**src/rtl/ibex_multdiv_seq_if.sv**
```systemverilog
// Request/response bundle between the EX stage and the iterative multiply/divide unit.
// The master side issues requests and consumes results; the unit is the slave.
interface ibex_multdiv_seq_if #(
  parameter int Width = 32
);
  logic             valid_i;
  logic             ready_o;
  logic [2:0]       op_i;
  logic [Width-1:0] op_a_i;
  logic [Width-1:0] op_b_i;
  logic             data_ind_timing_i;
  logic             valid_o;
  logic             ready_i;
  logic [Width-1:0] result_o;
  logic             busy_o;

  modport master (
    output valid_i, op_i, op_a_i, op_b_i, data_ind_timing_i, ready_i,
    input  ready_o, valid_o, result_o, busy_o
  );

  modport slave (
    input  valid_i, op_i, op_a_i, op_b_i, data_ind_timing_i, ready_i,
    output ready_o, valid_o, result_o, busy_o
  );
endinterface

```
**src/rtl/ibex_multdiv_seq.sv**
```systemverilog
// Iterative radix-2 multiply/divide unit: shift-add multiply, restoring divide,
// both on operand magnitudes with a final sign correction.
module ibex_multdiv_seq #(
  parameter int Width     = 32,
  parameter bit EarlyExit = 1'b1
) (
  input  logic                clk_i,
  input  logic                rst_i,
  input  logic                setback_i,
  ibex_multdiv_seq_if.slave   bus
);

  localparam int CntW = $clog2(Width);

  typedef enum logic [1:0] {IDLE, CALC, DONE} state_e;

  state_e           state_reg, state_next;
  logic [CntW-1:0]  cnt_reg;
  logic [2:0]       op_reg;
  logic             neg_a_reg, neg_b_reg, div_zero_reg;
  logic [Width-1:0] hi_reg, lo_reg, opd_reg, a_reg, result_reg;

  // Request decode
  logic             is_div_in, sign_a_in, sign_b_in, neg_a_in, neg_b_in;
  logic             b_zero_in, accept, early_exit;
  logic [Width-1:0] a_mag, b_mag;

  always_comb begin
    is_div_in  = bus.op_i[2];
    sign_a_in  = (bus.op_i == 3'd1) || (bus.op_i == 3'd2) ||
                 (bus.op_i == 3'd4) || (bus.op_i == 3'd6);
    sign_b_in  = (bus.op_i == 3'd1) || (bus.op_i == 3'd4) || (bus.op_i == 3'd6);
    neg_a_in   = sign_a_in & bus.op_a_i[Width-1];
    neg_b_in   = sign_b_in & bus.op_b_i[Width-1];
    // Magnitude of -2^(Width-1) is 2^(Width-1), which still fits unsigned in Width bits.
    a_mag      = neg_a_in ? (~bus.op_a_i + Width'(1)) : bus.op_a_i;
    b_mag      = neg_b_in ? (~bus.op_b_i + Width'(1)) : bus.op_b_i;
    b_zero_in  = (bus.op_b_i == '0);
    accept     = (state_reg == IDLE) && bus.valid_i && !setback_i;
    early_exit = EarlyExit && !bus.data_ind_timing_i && is_div_in && b_zero_in;
  end

  // One iteration step; lo_reg holds multiplier or dividend/quotient, hi_reg the
  // upper product half or partial remainder.
  logic             is_div;
  logic [Width:0]   mul_sum, div_shift;
  logic [Width-1:0] div_sub, hi_step, lo_step;
  logic             div_ge;

  always_comb begin
    is_div    = op_reg[2];
    mul_sum   = {1'b0, hi_reg} + (lo_reg[0] ? {1'b0, opd_reg} : '0);
    div_shift = {hi_reg, lo_reg[Width-1]};
    div_ge    = div_shift >= {1'b0, opd_reg};
    div_sub   = div_shift[Width-1:0] - opd_reg;
    if (is_div) begin
      hi_step = div_ge ? div_sub : div_shift[Width-1:0];
      lo_step = {lo_reg[Width-2:0], div_ge};
    end else begin
      hi_step = mul_sum[Width:1];
      lo_step = {mul_sum[0], lo_reg[Width-1:1]};
    end
  end

  // Sign correction and selection, applied to the values produced by the final step.
  logic [2*Width-1:0] prod, prod_s;
  logic [Width-1:0]   quot_s, rem_s, final_res;

  always_comb begin
    prod   = {hi_step, lo_step};
    prod_s = (neg_a_reg ^ neg_b_reg) ? (~prod + (2*Width)'(1)) : prod;
    quot_s = (neg_a_reg ^ neg_b_reg) ? (~lo_step + Width'(1)) : lo_step;
    rem_s  = neg_a_reg ? (~hi_step + Width'(1)) : hi_step;
    if (!is_div) begin
      final_res = (op_reg == 3'd0) ? prod_s[Width-1:0] : prod_s[2*Width-1:Width];
    end else if (div_zero_reg) begin
      final_res = op_reg[1] ? a_reg : '1;
    end else begin
      final_res = op_reg[1] ? rem_s : quot_s;
    end
  end

  // FSM: state register
  always_ff @(posedge clk_i) begin
    if (rst_i || setback_i) begin
      state_reg <= IDLE;
    end else begin
      state_reg <= state_next;
    end
  end

  // FSM: next state
  always_comb begin
    state_next = state_reg;
    case (state_reg)
      IDLE:    if (accept) state_next = early_exit ? DONE : CALC;
      CALC:    if (cnt_reg == '0) state_next = DONE;
      DONE:    if (bus.ready_i) state_next = IDLE;
      default: state_next = IDLE;
    endcase
  end

  // FSM: outputs depend on state only, so valid_i/ready_i never reach an output combinationally
  always_comb begin
    bus.ready_o  = (state_reg == IDLE);
    bus.valid_o  = (state_reg == DONE);
    bus.busy_o   = (state_reg == CALC) || (state_reg == DONE);
    bus.result_o = result_reg;
  end

  // Datapath registers
  always_ff @(posedge clk_i) begin
    if (rst_i || setback_i) begin
      cnt_reg      <= '0;
      op_reg       <= '0;
      neg_a_reg    <= 1'b0;
      neg_b_reg    <= 1'b0;
      div_zero_reg <= 1'b0;
      hi_reg       <= '0;
      lo_reg       <= '0;
      opd_reg      <= '0;
      a_reg        <= '0;
      result_reg   <= '0;
    end else begin
      case (state_reg)
        IDLE: begin
          if (accept) begin
            op_reg       <= bus.op_i;
            neg_a_reg    <= neg_a_in;
            neg_b_reg    <= neg_b_in;
            div_zero_reg <= is_div_in & b_zero_in;
            a_reg        <= bus.op_a_i;
            cnt_reg      <= CntW'(Width - 1);
            hi_reg       <= '0;
            lo_reg       <= a_mag;
            opd_reg      <= b_mag;
            if (early_exit) begin
              result_reg <= bus.op_i[1] ? bus.op_a_i : '1;
            end
          end
        end
        CALC: begin
          hi_reg  <= hi_step;
          lo_reg  <= lo_step;
          cnt_reg <= cnt_reg - CntW'(1);
          if (cnt_reg == '0) begin
            result_reg <= final_res;
          end
        end
        default: ;
      endcase
    end
  end

endmodule
```
**src/flat_wrapper.sv**
```systemverilog
// flat-port wrapper written by rule: the top's interface ports become plain ports
module ibex_multdiv_seq_flat 
#(
  parameter int Width     = 32,
  parameter bit EarlyExit = 1'b1
)
  (clk_i, rst_i, setback_i, bus_valid_i, bus_op_i, bus_op_a_i, bus_op_b_i, bus_data_ind_timing_i, bus_ready_i, bus_ready_o, bus_valid_o, bus_result_o, bus_busy_o);
  ibex_multdiv_seq_if #(.Width(Width)) bus_i ();
  input  logic clk_i;
  input  logic rst_i;
  input  logic setback_i;
  input wire logic [$bits(bus_i.valid_i)-1:0] bus_valid_i;
  input wire logic [$bits(bus_i.op_i)-1:0] bus_op_i;
  input wire logic [$bits(bus_i.op_a_i)-1:0] bus_op_a_i;
  input wire logic [$bits(bus_i.op_b_i)-1:0] bus_op_b_i;
  input wire logic [$bits(bus_i.data_ind_timing_i)-1:0] bus_data_ind_timing_i;
  input wire logic [$bits(bus_i.ready_i)-1:0] bus_ready_i;
  output wire logic [$bits(bus_i.ready_o)-1:0] bus_ready_o;
  output wire logic [$bits(bus_i.valid_o)-1:0] bus_valid_o;
  output wire logic [$bits(bus_i.result_o)-1:0] bus_result_o;
  output wire logic [$bits(bus_i.busy_o)-1:0] bus_busy_o;
  assign bus_i.valid_i = bus_valid_i;
  assign bus_i.op_i = bus_op_i;
  assign bus_i.op_a_i = bus_op_a_i;
  assign bus_i.op_b_i = bus_op_b_i;
  assign bus_i.data_ind_timing_i = bus_data_ind_timing_i;
  assign bus_i.ready_i = bus_ready_i;
  assign bus_ready_o = bus_i.ready_o;
  assign bus_valid_o = bus_i.valid_o;
  assign bus_result_o = bus_i.result_o;
  assign bus_busy_o = bus_i.busy_o;
  ibex_multdiv_seq #(.Width(Width), .EarlyExit(EarlyExit)) u_core (.clk_i(clk_i), .rst_i(rst_i), .setback_i(setback_i), .bus(bus_i));
endmodule
```
**config.mk**
```make
export PLATFORM = sky130hd
export DESIGN_NAME = ibex_multdiv_seq_flat
export DESIGN_NICKNAME = d
export VERILOG_FILES = /design/src/rtl/ibex_multdiv_seq_if.sv /design/src/rtl/ibex_multdiv_seq.sv /design/src/flat_wrapper.sv
export SDC_FILE = /design/constraint.sdc
export NUM_CORES = 1
export LEC_CHECK = 0
export CORE_MARGIN = 2
export CORE_UTILIZATION = 60
export DETAILED_ROUTE_END_ITERATION = 10
export PLACE_DENSITY = 0.9
export SETUP_SLACK_MARGIN = 0.02
export SYNTH_ARGS = -nofsm -noshare
export SYNTH_HDL_FRONTEND = slang
export SYNTH_SLANG_ARGS = --single-unit
```
**constraint.sdc**
```tcl
create_clock -name clk_i -period 8.1 [get_ports clk_i]
set_input_delay 1.215 -clock clk_i [delete_from_list [all_inputs] [get_ports clk_i]]
set_output_delay 1.215 -clock clk_i [all_outputs]
set_load 0.02 [all_outputs]
```
=== After elaboration in Yosys (flattened, before gate mapping) ===
Index checks and enable logic that the tools add are counted.

* Bitwise logic cells: 9
* Multipliers: 0
* $lt $le $gt $ge: 1
* Add/sub/neg operators: 8
* Reduce and logical (&&, ||, !) cells: 22
* Shift operators: 0
* Divide/modulo/power cells: 0
* Equal/unequal tests: 10
* Mux-type cells: 30

{| class="wikitable"
|+ Operators with widths
! kind !! count
|-
| 32-bit 2-to-1 mux || 19
|-
| 32-bit case mux with 2 select lines || 3
|-
| 32-bit by 1-bit adder with 32-bit output (second input constant) || 4
|-
| 32-bit inverter || 4
|-
| 64-bit by 1-bit adder with 64-bit output (second input constant) || 1
|-
| 64-bit 2-to-1 mux || 1
|-
| 64-bit inverter || 1
|-
| 32-bit by 33-bit adder with 33-bit output || 1
|-
| 33-bit by 32-bit greater-or-equal comparator with 1-bit output || 1
|-
| 32-bit logical NOT || 1
|-
| 32-bit subtractor || 1
|-
| 5-bit case mux with 2 select lines || 1
|-
| 2-bit 2-to-1 mux || 4
|-
| 1-bit logical OR || 7
|-
| 3-bit == test (second input constant) || 2
|-
| 2-bit by 1-bit != test with 1-bit output (second input constant) || 3
|-
| 2-bit case mux with 3 select lines || 1
|-
| 5-bit logical NOT || 1
|-
| 5-bit 2-to-1 mux || 1
|-
| 5-bit by 1-bit subtractor with 5-bit output (second input constant) || 1
|-
| 1-bit logical AND || 4
|-
| 2-bit AND reduction || 2
|-
| 4-bit AND reduction || 1
|-
| 1-bit AND || 3
|-
| other kinds (11) || 12
|}

* RAM bits: 0
* ROM bits: 0
* Memories kept: 0
* Bits in registers: 173
* Logic and storage cells: 91
* Input port bits: 73
* Bits in latches: 0

=== Longest topological paths before layout ===
* Depth after elaboration: 11
* Mapped depth: 22
* Mapped depth without buffers: 19

=== Worst setup path before layout ===
Ideal clock, no wire load.

* Kind: register to register
* From: reg u_core.opd_reg[10]
* To: reg u_core.result_reg[24], in the netlist u_core.bus.result_o[24]
* Slack: 3.736 ns
* Data required time: 7.964 ns
* Arrival time: 4.228 ns
* Setup time: 0.136 ns
* Stages on the path, launching flop included: 22
* Path through: dfxtp_1 inv_1 ha_1 buf_6 a21oi_2 o21ai_2 a221oi_4 a21o_4 buf_6 buf_6 a31oi_1 inv_1 ha_1 nand3_1 nor2_1 and4_1 and2_1 nand3_1 or4_4 a21o_1 a2111oi_0 a211oi_1

* Word-level cells in the longest chain between the ends: 11
* Elaborated cells on any way between the ends: 22
* Classes of those cells: add/sub: 5; order compare: 1; mux: 13; bitwise: 3

{| class="wikitable"
|+ Ends and longest elaborated chain
! what !! line !! source
|-
| start: declaration || ibex_multdiv_seq.sv:21 || <nowiki>logic [Width-1:0] hi_reg, lo_reg, opd_reg, a_reg, result_reg;</nowiki>
|-
| start signal: assignment || ibex_multdiv_seq.sv:136 || <nowiki>opd_reg <= b_mag;</nowiki>
|-
| 32-bit 2-to-1 mux, or another cell as far along || ibex_multdiv_seq.sv:52 || <nowiki>mul_sum = {1'b0, hi_reg} + (lo_reg[0] ? {1'b0, opd_reg} : '0);</nowiki>
|-
| 32-bit by 33-bit adder with 33-bit output / 32-bit 2-to-1 mux (equally long branches) || ibex_multdiv_seq.sv:52, ibex_multdiv_seq.sv:57 ||
|-
| 32-bit 2-to-1 mux || ibex_multdiv_seq.sv:56 || <nowiki>if (is_div) begin</nowiki>
|-
| 32-bit inverter || ibex_multdiv_seq.sv:73 || <nowiki>rem_s = neg_a_reg ? (~hi_step + Width'(1)) : hi_step;</nowiki>
|-
| 32-bit by 1-bit adder with 32-bit output || ibex_multdiv_seq.sv:73 ||
|-
| 32-bit 2-to-1 mux || ibex_multdiv_seq.sv:73 ||
|-
| 32-bit 2-to-1 mux || ibex_multdiv_seq.sv:79 || <nowiki>final_res = op_reg[1] ? rem_s : quot_s;</nowiki>
|-
| 32-bit 2-to-1 mux || ibex_multdiv_seq.sv:76 || <nowiki>end else if (div_zero_reg) begin</nowiki>
|-
| 32-bit 2-to-1 mux (*) || ibex_multdiv_seq.sv:74 || <nowiki>if (!is_div) begin</nowiki>
|-
| 32-bit 2-to-1 mux (*) || ibex_multdiv_seq.sv:146 || <nowiki>if (cnt_reg == '0) begin</nowiki>
|-
| 32-bit case mux with 2 select lines (*) || ibex_multdiv_seq.sv:125 || <nowiki>case (state_reg)</nowiki>
|-
| end signal: assignment || ibex_multdiv_seq.sv:138 || <nowiki>result_reg <= bus.op_i[1] ? bus.op_a_i : '1;</nowiki>
|-
| end signal: assignment || ibex_multdiv_seq.sv:147 || <nowiki>result_reg <= final_res;</nowiki>
|-
| end: declaration || ibex_multdiv_seq.sv:21 ||
|}

Mark *: on every way between the ends. The rest lies on a longest branch, timed or not. The select of a mux whose other input is x is not followed.
A chain may end at the register's enable or synchronous reset.

=== Worst setup path in the final report ===
* From: reg u_core.lo_reg[0]
* To: reg u_core.result_reg[16], in the netlist u_core.bus.result_o[16]

* Word-level cells in the longest chain between the ends: 11
* Elaborated cells on any way between the ends: 19
* Classes of those cells: add/sub: 4; mux: 12; bitwise: 3

{| class="wikitable"
|+ Ends and longest elaborated chain
! what !! line !! source
|-
| start: declaration || ibex_multdiv_seq.sv:21 ||
|-
| start signal: assignment || ibex_multdiv_seq.sv:135 || <nowiki>lo_reg <= a_mag;</nowiki>
|-
| start signal: assignment || ibex_multdiv_seq.sv:144 || <nowiki>lo_reg <= lo_step;</nowiki>
|-
| 32-bit 2-to-1 mux || ibex_multdiv_seq.sv:52 ||
|-
| 32-bit by 33-bit adder with 33-bit output || ibex_multdiv_seq.sv:52 ||
|-
| 32-bit 2-to-1 mux || ibex_multdiv_seq.sv:56 ||
|-
| 32-bit inverter || ibex_multdiv_seq.sv:73 ||
|-
| 32-bit by 1-bit adder with 32-bit output || ibex_multdiv_seq.sv:73 ||
|-
| 32-bit 2-to-1 mux || ibex_multdiv_seq.sv:73 ||
|-
| 32-bit 2-to-1 mux || ibex_multdiv_seq.sv:79 ||
|-
| 32-bit 2-to-1 mux || ibex_multdiv_seq.sv:76 ||
|-
| 32-bit 2-to-1 mux (*) || ibex_multdiv_seq.sv:74 ||
|-
| 32-bit 2-to-1 mux (*) || ibex_multdiv_seq.sv:146 ||
|-
| 32-bit case mux with 2 select lines (*) || ibex_multdiv_seq.sv:125 ||
|}

Marks and branches as above.

==> flow_metrics.env <==
export IMPL_status="complete, no violations"
export IMPL_numPortBuffers=107
export IMPL_syn_inst=2393
export IMPL_drv_cap=0
export IMPL_clk_pin_slew_worst_paths_ns=0.08
export IMPL_cts_tree="built"
export IMPL_syn_cell_area_um2=17300
export IMPL_cp_max_fo=34
export IMPL_worst_pin_slew_ns=1.39
export IMPL_synthFlopType="dfxtp_1"
export IMPL_num_vias=20200
export IMPL_design_core_area_um2=28500
export IMPL_p_per_area_nw_per_um2=137
export IMPL_cts_buffer_depth=2
export IMPL_min_period_over_period=0.786
export IMPL_start_util=0.604
export IMPL_layout_drive_gt1_share=0.0638
export IMPL_track_usage=0.471
export IMPL_dieWidth_um=174
export IMPL_netlist_top_cells_count="nand2_1 (306), a21oi_1 (219), nor2_1 (208), dfxtp_1 (173), o21ai_0 (123)"
export IMPL_n_fill_cell=2508
export IMPL_grt_pass1_wl_um=110000
export IMPL_yosysMostFrequentCell="nand2_1"
export IMPL_syn_area_per_cell_um2=7.21
export IMPL_placementRows=62
export IMPL_arrival_ns=6.70
export IMPL_multi_input_area_um2=12900
export IMPL_drtIter0Drc=3371
export IMPL_cts_resized=0
export IMPL_hold_depth=2
export IMPL_post_cts_buffers=0
export IMPL_net_switching_power_w=0.00102
export IMPL_cts_sinks=173
export IMPL_ir_worst_vdd_mv=0.151
export IMPL_cts_hold_repair_buffers=0
export IMPL_rsz0062_at_grt="no"
export IMPL_worstHoldStart="u_core.a_reg[27]"
export IMPL_clk_latency_ns=0.47
export IMPL_crit_slowest_cell="dfxtp_1"
export IMPL_cts_buffers=17
export IMPL_routed_wl_um=73400
export IMPL_seq_area_frac_synth=0.201
export IMPL_hold_end="u_core.a_reg[27]"
export IMPL_clkPwrFrac=0.342
export IMPL_post_dp_hpwl_um=54200
export IMPL_finalHoldViolations=0
export IMPL_setup_viol=0
export IMPL_synthToLayoutAreaGrowth_pct=10.4
export IMPL_p_int_w=0.00158
export IMPL_antenna_found_initial=1
export IMPL_post_drt_wl_per_cell_um=26.2
export IMPL_hold_path_class="reg -> reg"
export IMPL_crit_path_max_incr_delay_ns=1.24
export IMPL_timing_slew_headroom=0.0737
export IMPL_grt_max_degree=75
export IMPL_htree_levels=4
export IMPL_startpoint_type="flop"
export IMPL_period_minus_slack_ns=6.37
export IMPL_clock_root_buffer="clkbuf_16"
export IMPL_crit_type="reg -> reg"
export IMPL_synth_nets=2541
export IMPL_drc=0
export IMPL_reg2reg_from="u_core.lo_reg[0]"
export IMPL_fin_nets=2548
export IMPL_first_pass_iters=6
export IMPL_synth_area_leaders="dfxtp_1 (20%), nand2_1 (6.7%), a21oi_1 (6.4%)"
export IMPL_swShare=0.392
export IMPL_synthArstFlopShare=0
export IMPL_slew_violations=0
export IMPL_first_global_vias=18500
export IMPL_synth_top_area_cell="dfxtp_1"
export IMPL_yosysWarnings=0
export IMPL_fin_area_um2=19100
export IMPL_r2r_end="u_core.bus.result_o[16]"
export IMPL_r2r_cells=16
export IMPL_seqPwrFrac=0.344
export IMPL_die_y_um=174
export IMPL_rrSetupSlack_ns=1.73
export IMPL_dpl_cell_area_um2=18500
export IMPL_io_pins=108
export IMPL_crit_path_cell_trace="and2_1 -> ha_1 -> inv_1 -> fa_1 -> nor2b_1 -> o211ai_1 -> a21oi_1 -> o21ai_0 -> o21a_1 -> xnor2_1 -> a211oi_2 -> nand4_1 -> o31ai_2 -> xnor2_1 -> a2111oi_0 -> a21oi_1"
export IMPL_ys_seq_elements=173
export IMPL_regArea_um2=3470
export IMPL_cp_end_kind="flop"
export IMPL_whs_ns=0.458
export IMPL_fin_skew_ns=0.0130
export IMPL_fmax_mhz=157
export IMPL_synth_top_area_share=0.201
export IMPL_vias_per_cell=7.21
export IMPL_comb_power_share=0.314
export IMPL_finalSetupTns_ns=0
export IMPL_dieArea_um2=30100
export IMPL_synth_edf_count=0
export IMPL_grt_overflow=0
export IMPL_ys_types=111
export IMPL_required_ns=8.43
export IMPL_antenna_left=0
export IMPL_p_leak_nw=7.00
export IMPL_place_gp_congestion=1.05
[metal layers]
| metal | vias to the layer above | wire length, um | track usage |
|---|---|---|---|
| li1 | 8850 | - | - |
| met1 | 9455 | 29200 | 0.643 |
| met2 | 1602 | 30100 | 0.683 |
| met3 | 273 | 11300 | 0.169 |
| met4 | 5 | 2800 | 0.164 |
| met5 | - | 61 | 0 |
[power groups by stage]
stage	Clock, W	Combinational [W]	Sequential (W)
floorplan	0	0.000513	0.000904
global placement	0	0.000764	0.000913
detailed placement	0	0.000772	0.000914
CTS	0.000880	0.000776	0.000894
global route	0.000912	0.000853	0.000898
finish	0.000890	0.000818	0.000896
[how the worst max path moves through the flow]
stage / start / endpoint / slack, ns / cells past startpoint
2_1_floorplan: u_core.opd_reg[10] / u_core.bus.result_o[24] / 3.74 / 21
3_3_place_gp: u_core.lo_reg[0] / u_core.bus.result_o[16] / 2.07 / 16
3_5_place_dp: u_core.lo_reg[0] / u_core.bus.result_o[30] / 2.10 / 16
4_1_cts: u_core.lo_reg[0] / u_core.bus.result_o[30] / 2.02 / 16
5_1_grt: u_core.lo_reg[0] / u_core.bus.result_o[30] / 1.42 / 16
6_report: u_core.lo_reg[0] / u_core.bus.result_o[16] / 1.73 / 16
[worst max-delay path, delay by kind of cell, from the launching register on]
kind,cells,cell delay (ns)
compound gates,8,2.80
flops,1,1.24
simple gates,3,1.23
fa+ha+maj,2,0.58
xor+xnor,2,0.28
buf+inv,1,0.07
[through the flow]
stage	total power, W	utilization	setup WS, ns	instances
after detailed placement	0.00169	0.646	2.10	2765
after global routing	0.00266	0.667	1.42	2797
final	0.00260	0.668	1.73	2798
after global placement	0.00168	0.646	2.07	2765
after CTS	0.00255	0.667	2.02	2797
after floorplan	0.00142	-	3.74	2393
[cell families after synthesis]
family,synth area share
AO/OA/AOI/OAI,0.330
XOR/XNOR,0.0812
adder cells (fa/ha/maj),0.0552
buffers and inverters,0.0547
flip-flops,0.201
multiplexers,0.0290
AND/OR/NAND/NOR,0.249
[cell type report]
type,instances,share of cell area
timing repair buffer,140,0.0692
clock inverter,14,0.00788
inverter,77,0.0152
sequential,173,0.182
antenna,1,0.000131
tap,384,0.0252
multi-input combinational,1991,0.677
clock buffer,18,0.0236
[cells in the final DEF, fill, tap and decap left out, types with 37 or more instances in the layout]
cell,synthesis,layout
nor2_1,208,206
a211oi_1,57,57
clkdlybuf4s50_1,0,107
nor3_1,71,71
ha_1,73,72
dfxtp_1,173,172
o21ai_0,123,123
xnor2_1,95,94
o211ai_1,57,57
inv_1,76,75
and2_1,57,57
xor2_1,65,64
nand2_1,306,306
a21oi_1,219,219
mux2i_1,44,44
nand3_1,37,37
Power figures use the tool's default switching activity.
